`src/rtl/shim_abs_sample_collector.sv`:
```
// Collects one 16-bit sample per channel (8 channels), converts each to a saturated
// 15-bit magnitude and commits a complete set atomically; flags duplicate and stall faults.
module shim_abs_sample_collector #(
    parameter bit OFFSET_BINARY = 1'b0,
    parameter int TIMEOUT       = 64
) (
    input  logic          clk,
    input  logic          reset,
    input  logic          enable,
    input  logic          sample_valid,
    input  logic [2:0]    sample_ch,
    input  logic [15:0]   sample_data,
    output logic [119:0]  abs_sample_concat,
    output logic          concat_valid,
    output logic          sample_core_done,
    output logic          err_duplicate,
    output logic          err_timeout,
    output logic          abs_saturated
);

    typedef enum logic [1:0] {IDLE, PRIME, RUN, ERROR} state_t;

    localparam logic [15:0] CNT_LAST = 16'(TIMEOUT - 1);

    state_t         state_q, state_d;
    logic [7:0]     bitmap_q, bitmap_d;
    logic [119:0]   shadow_q, shadow_d;
    logic [119:0]   concat_q, concat_d;
    logic [15:0]    cnt_q, cnt_d;
    logic           concat_valid_q, concat_valid_d;
    logic           done_q, done_d;
    logic           err_dup_q, err_dup_d;
    logic           err_to_q, err_to_d;
    logic           sat_q, sat_d;

    logic [15:0]    s_word;
    logic           s_is_min;
    logic [14:0]    abs_word;
    logic           commit;

    // -32768 has no positive 16-bit counterpart, so it clips to the largest magnitude.
    function automatic logic [14:0] abs_sat15(input logic signed [15:0] s);
        logic signed [15:0] neg;
        neg = -s;
        if (s == 16'sh8000)
            return 15'h7FFF;
        else if (s < 0)
            return neg[14:0];
        else
            return s[14:0];
    endfunction

    always_comb begin
        s_word   = OFFSET_BINARY ? (sample_data ^ 16'h8000) : sample_data;
        s_is_min = (s_word == 16'h8000);
        abs_word = abs_sat15(s_word);
    end

    always_comb begin
        state_d        = state_q;
        bitmap_d       = bitmap_q;
        shadow_d       = shadow_q;
        concat_d       = concat_q;
        cnt_d          = cnt_q;
        concat_valid_d = 1'b0;
        done_d         = done_q;
        err_dup_d      = err_dup_q;
        err_to_d       = err_to_q;
        sat_d          = sat_q;
        commit         = 1'b0;

        case (state_q)
            IDLE: begin
                if (enable) begin
                    state_d  = PRIME;
                    bitmap_d = 8'h00;
                    cnt_d    = 16'd0;
                end
            end
            PRIME, RUN: begin
                if (!enable) begin
                    state_d  = IDLE;
                    bitmap_d = 8'h00;
                    cnt_d    = 16'd0;
                    done_d   = 1'b0;
                end else begin
                    if (sample_valid) begin
                        if (bitmap_q[sample_ch]) begin
                            err_dup_d = 1'b1;
                            state_d   = ERROR;
                        end else begin
                            for (int i = 0; i < 8; i++) begin
                                if (sample_ch == 3'(i))
                                    shadow_d[i*15 +: 15] = abs_word;
                            end
                            if (s_is_min)
                                sat_d = 1'b1;
                            if ((bitmap_q | (8'h01 << sample_ch)) == 8'hFF) begin
                                commit         = 1'b1;
                                concat_d       = shadow_d;
                                concat_valid_d = 1'b1;
                                bitmap_d       = 8'h00;
                                done_d         = 1'b1;
                                state_d        = RUN;
                            end else begin
                                bitmap_d[sample_ch] = 1'b1;
                            end
                        end
                    end
                    // Stall watchdog only runs once the stream has proven itself with one set.
                    if (state_q == RUN) begin
                        if (commit) begin
                            cnt_d = 16'd0;
                        end else if (cnt_q == CNT_LAST) begin
                            err_to_d = 1'b1;
                            state_d  = ERROR;
                        end else if (cnt_q != 16'hFFFF) begin
                            cnt_d = cnt_q + 16'd1;
                        end
                    end
                end
            end
            default: ;
        endcase
    end

    always_ff @(posedge clk or posedge reset) begin
        if (reset) begin
            state_q        <= IDLE;
            bitmap_q       <= 8'h00;
            shadow_q       <= '0;
            concat_q       <= '0;
            cnt_q          <= 16'd0;
            concat_valid_q <= 1'b0;
            done_q         <= 1'b0;
            err_dup_q      <= 1'b0;
            err_to_q       <= 1'b0;
            sat_q          <= 1'b0;
        end else begin
            state_q        <= state_d;
            bitmap_q       <= bitmap_d;
            shadow_q       <= shadow_d;
            concat_q       <= concat_d;
            cnt_q          <= cnt_d;
            concat_valid_q <= concat_valid_d;
            done_q         <= done_d;
            err_dup_q      <= err_dup_d;
            err_to_q       <= err_to_d;
            sat_q          <= sat_d;
        end
    end

    assign abs_sample_concat = concat_q;
    assign concat_valid      = concat_valid_q;
    assign sample_core_done  = done_q;
    assign err_duplicate     = err_dup_q;
    assign err_timeout       = err_to_q;
    assign abs_saturated     = sat_q;

endmodule

```
`config.mk`:
```
export PLATFORM = sky130hd
export DESIGN_NAME = shim_abs_sample_collector
export DESIGN_NICKNAME = d
export VERILOG_FILES = /design/src/rtl/shim_abs_sample_collector.sv
export SDC_FILE = /design/constraint.sdc
export NUM_CORES = 1
export LEC_CHECK = 0
export CAP_MARGIN = 10
export CORE_ASPECT_RATIO = 0.8
export CORE_MARGIN = 2
export CORE_UTILIZATION = 30
export CTS_CLUSTER_DIAMETER = 150
export DETAILED_ROUTE_END_ITERATION = 12
export SYNTH_ARGS = -nofsm -noshare
export SYNTH_HDL_FRONTEND = slang
export SYNTH_SLANG_ARGS = --single-unit
```
`constraint.sdc`:
```
create_clock -name clk -period 12.4 [get_ports clk]
set_input_delay 3.1 -clock clk [delete_from_list [all_inputs] [get_ports clk]]
set_output_delay 3.1 -clock clk [all_outputs]
set_load 0.02 [all_outputs]
```
* Word-level counts from Yosys, hierarchy flattened
Cells that the tools add are included.
** Storage, ports and cells
- Flip-flop bits (word level) :: 271
- Latch bits :: 0
- Memory bits (writable) :: 0
- ROM bits :: 0
- Output and inout port bits :: 125
- Memories kept :: 0
** Operators by class
- Add/subtract/negate cells :: 2
- $mul :: 0
- Div/mod/pow operators :: 0
- $lt $le $gt $ge :: 3
- Equal/unequal tests :: 23
- Shift operators :: 1
- Muxes and demuxes :: 47
- Bitwise logic cells :: 4
- Reductions and logical operators :: 14
** Operators by type and width (count)
- two-way mux 15 bit :: 10
- two-way mux 16 bit :: 6
- two-way mux 8 bit :: 5
- equality test 16 bit, second input constant :: 2
- case mux 16 bit (2 select lines) :: 1
- AND reduction 5 bit :: 4
- adder 16 x 1 -> 16 bit, second input constant :: 1
- equality test 16 x 6 -> 1 bit, second input constant :: 1
- less-than comparator 16 x 1 -> 1 bit, second input constant :: 1
- two-way mux 2 bit :: 8
- != test 16 bit, second input constant :: 1
- bitwise OR 8 bit :: 2
- case mux 8 bit (2 select lines) :: 1
- AND reduction 4 bit :: 4
- negator 15 bit :: 1
- two-way mux 1 bit :: 13
- equality test 3 bit, second input constant :: 4
- != test 3 bit, second input constant :: 3
- equality test 8 bit, second input constant :: 1
- != test 4 bit, second input constant :: 2
- left shift 1 x 3 -> 8 bit, first input constant :: 1
- equality test 3 x 2 -> 1 bit, second input constant :: 2
- less-than comparator 3 x 4 -> 1 bit, second input constant :: 1
- != test 2 x 1 -> 1 bit, second input constant :: 2
- 15 further kinds :: 17

* Depth between registers and ports, before layout
- Depth after elaboration :: 12
- Mapped depth :: 10
- Gate-level depth less buffers :: 9

* Least setup slack after synthesis
No wires, ideal clock.
- Path kind :: input-to-reg
- From :: input sample_data[0]
- To :: register concat_q[67] (netlist: abs_sample_concat[67])
- Setup time :: 0.121 ns
- Arrival :: 4.797 ns
- Required time :: 12.279 ns
- Setup slack :: 7.481 ns
- Cell stages on the path :: 10
- Path buffers :: 1
- Cells stage by stage :: inv_1 ha_1 nor2b_1 nand4_1 nor2_2 o31a_1 o22ai_1 clkbuf_1 a21oi_1 o22a_1
** On the way
- Longest elaborated chain between the ends :: 4
- Elaborated cells on any way between the ends :: 6
- Classes of those cells :: 1 x add/sub; 1 x order compare; 1 x eq/ne; 3 x mux
** RTL lines
- start: declaration :: line 12 : input logic [15:0] sample_data,
- negator 15 bit or less-than comparator 16 x 1 -> 1 bit (tied branches) :: line 44, 47
- two-way mux 15 bit :: line 47 : else if (s < 0)
- two-way mux 15 bit (*) :: line 45 : if (s == 16'sh8000)
- two-way mux 15 bit (*) :: line 93 : if (sample_ch == 3'(i))
- end signal: assignment :: line 143 : concat_q <= concat_d;
- end: declaration :: line 28 : logic [119:0] concat_q, concat_d;
Mark *: on every way between the ends. The rest lies on a longest branch, timed or not.
A chain may end at the register's enable or synchronous reset.

* Final worst setup path
- From :: input sample_ch[1]
- To :: register shadow_q[23]
** On the way
- Longest elaborated chain between the ends :: 4
- Elaborated cells on any way between the ends :: 6
- Classes of those cells :: 1 x eq/ne; 3 x mux; 1 x bitwise; 1 x reduce/logical
** RTL lines
- start: declaration :: line 11 : input logic [2:0] sample_ch,
- binary-select mux 1 bit (select 3 bit) :: line 88 : if (bitmap_q[sample_ch]) begin
- two-way mux 1 bit (not written as such) :: line 88
- NOT 1 bit (no source line)
- AND reduction 4 bit (no source line)
- end signal: assignment :: line 142 : shadow_q <= shadow_d;
- end: declaration :: line 27 : logic [119:0] shadow_q, shadow_d;
Parallel ways exist; a longest one is shown, timed or not. The select of a mux whose other input is x is not followed.

==> out/qor.csv <==
metric,value,unit
run status,"complete, no violations",
fin crit period,6.191,ns
worst r2r path cells,7,
vias in the first global route,9252,
# diodes,0,
initial core utilization,30.26,%
Ports,148,
CTS root buf,clkbuf_16,
CTS tree,yes,
"flops & latches, synth",271,
CORE AREA,40460,µm²
RR Endpoint,shadow_q[23]$_DFFE_PP0P_,
Die Ht,184.7,µm
Post-Place Cells,1856,
most frequent cell after synthesis,dfrtp_1,
largest net degree at the start of global routing,138,
Critical Path AT,6.66,ns
HPWL after detailed placement,21.78,mm
CTS buffer count,28,
nets,1371,
Final Hold Viols,0,
clk buf depth,3,
Final ANT Viol Nets,0,
Worst-path clk slew,0.06,ns
maxcap violations,0,
Post-CTS Setup Repair Bufs,0,
fin. max-slew vios,0,
post-synth cell types,65,
final worst setup slack,6.209,ns
Overall Global Routing Usage,16.34,%
Slew @ Worst Pin,1.200,ns
Final Cycle Share,49.93,%
first-pass GRT wire length,54.57,mm
Worst Hold Class,reg -> reg,
Startpoint Class,input port,
H-Tree Depth,1,
Critical R2R Launch,state_q[1]$_DFFE_PP0P_,
setup slack after placement,5.496,ns
leading area contributor after synthesis,dfrtp_1,
PortBufs,147,
Critical Path RT,12.87,ns
final setup fails,0,
post-synthesis instance total,1247,
path type of the worst setup path,in -> reg,
initial antenna violation count,0,
"Remaining Overflow, GRT",0,
Pwr per Cell Area,166.4,nW/µm²
total clock sinks,271,
YS warnings,0,
top cell type's share of synthesized area,55.39,%
Area contributors post-synth,"dfrtp_1 (55%), o22a_1 (7.5%), o21ai_0 (7.0%), nand2_1 (6.4%), a21oi_1 (3.0%)",
num rows,66,
Hold Path Sink,shadow_q[75]$_DFFE_PP0P_,
"setup slack, reg-to-reg",9.63,ns
worst min-delay path startpoint,shadow_q[75]$_DFFE_PP0P_,
worst vdd ir,0.1058,mV
asr flop ratio synth,100.0,%
routed length per instance,17.98,µm
Die Footprint,42460,µm²
GPL Wtd Cong,0.7650,
Crit Path Max Fanout,30,
via count,9392,
vias per inst,4.930,
syn_area_per_cell,9.819,µm²
Iter 0 DRT Violations,738,
Pre-antenna DRT Iters,6,
Post-synth top cells,"dfrtp_1 (271), nand2_1 (210), o21ai_0 (172)",
Resize count post-CTS,0,
Setup Skew,0.03581,ns
sequential fraction of the synthesis area,55.39,%
unrepaired setup endpoints after global routing,no,
chip width,229.9,µm
Sum Neg Setup Slack,0,ns
Final Util,37.24,%
hold path cells,2,
Clock Latency Late Sink,0.57,ns
Post-synth EDFFs,0,
ys flop type,dfrtp_1,
layout cells sized above 1,7.568,%
Relative slew margins,19.99,%
Synth Net Count,1275,
Routed WL,34.25,mm
DR DRC count,0,
P&R area growth vs syn,23.07,%
CP Capture Type,register,
"Hold-fix buffers, CTS",0,
Synth Cell Area,12240,µm²
Fmax,161.5,MHz
Final Non-Filler Cells,1905,
Leak Pwr,6.631,nW
==> per-layer routing <==
layer / vias to the layer above / share of wire, % / routed length (µm) / GRT usage [%]
met2: 193 / 45 / 15540 / 26.22
li1: 4552 / - / - / -
met5: - / 0 / 0 / 0
met4: 0 / 2.5 / 868 / 3.897
met3: 53 / 3.8 / 1290 / 2.893
met1: 4594 / 48 / 16560 / 22.97
==> how the worst max path moves through the flow <==
| stage | start | to | slack, ns |
|---|---|---|---|
| 2_1_floorplan | reset | abs_sample_concat[0]$_DFFE_PP0P_ | 1.83 |
| 3_3_place_gp | sample_ch[1] | abs_sample_concat[55]$_DFFE_PP0P_ | 5.66 |
| 3_5_place_dp | sample_ch[1] | abs_sample_concat[55]$_DFFE_PP0P_ | 5.50 |
| 4_1_cts | sample_ch[1] | abs_sample_concat[53]$_DFFE_PP0P_ | 6.07 |
| 5_1_grt | sample_ch[1] | shadow_q[29]$_DFFE_PP0P_ | 5.84 |
| 6_report | sample_ch[1] | shadow_q[23]$_DFFE_PP0P_ | 6.21 |
==> metrics by stage <==
stage               area, µm²  hold slack [ns]  power (mW)
finish                  15070           0.4789       2.507
detailed placement      14110           0.4695       1.672
global placement        14110           0.4608       1.649
global route            15070           0.5014       2.677
CTS                     15040           0.4838       2.541
floorplan               12240           0.4492       1.534
==> critical path: stages <==
cell and delay [ns]:
clkdlybuf4s50_1 1.00, or3b_1 0.73, o2bb2ai_4 0.29, nor3_4 0.09, nor2_2 0.38, nand2_1 0.64, o21ai_0 0.41
==> logic make-up after synthesis <==
logic type               synth area share [%]
AO/OA/AOI/OAI                           22.11
adder cells (fa/ha/maj)                0.5109
buffers and inverters                   5.355
flip-flops                              55.39
multiplexers                            3.311
AND/OR/NAND/NOR                         13.33
==> power breakdown <==
| part | internal (mW) | switching [mW] |
|---|---|---|
| combinational | 0.185 | 0.305 |
| clock | 0.499 | 0.356 |
| sequential | 1.06 | 0.0980 |
| total | 1.75 | 0.760 |
==> final cells by class <==
class                           count  area, µm²
Clock buffer                       41      819.5
Clock inverter                      7      115.1
Fill cell                        4044      25390
Inverter                           48      187.7
Multi-Input combinational cell    831       4873
Sequential cell                   271       6782
Tap cell                          544      680.7
Timing Repair Buffer              163       1612
==> layout by cell type, fill, tap and decap left out, types with 3 or more instances in the layout <==
master and count:
ha_1 5, o22a_1 105, o21ai_0 171, o21a_1 7
clkbuf_16 28, nand3_1 15, nor2_1 77, nor3_2 3
buf_4 15, mux2i_1 36, nand4_1 5, nor2b_1 4
or4_1 3, inv_1 47, clkbuf_1 6, o22ai_1 3
mux2_2 4, dfrtp_1 271, nand2_1 209, o22ai_2 7
a41oi_1 3, o31a_1 3, or3_1 6, o21ai_1 8
o211ai_1 4, nor3_1 7, a21oi_1 73, a31oi_1 14
clkbuf_8 7, clkdlybuf4s50_1 147, nor4_1 3, and3_1 7
==> flip-flops by register name, summed over array words and instances, names as in the netlist, 2 cells and up <==
| signal | flops |
|---|---|
| cnt_q | 16 |
| abs_sample_concat | 120 |
| bitmap_q | 8 |
| state_q | 2 |
| shadow_q | 120 |
Power figures use the tool's default switching activity.
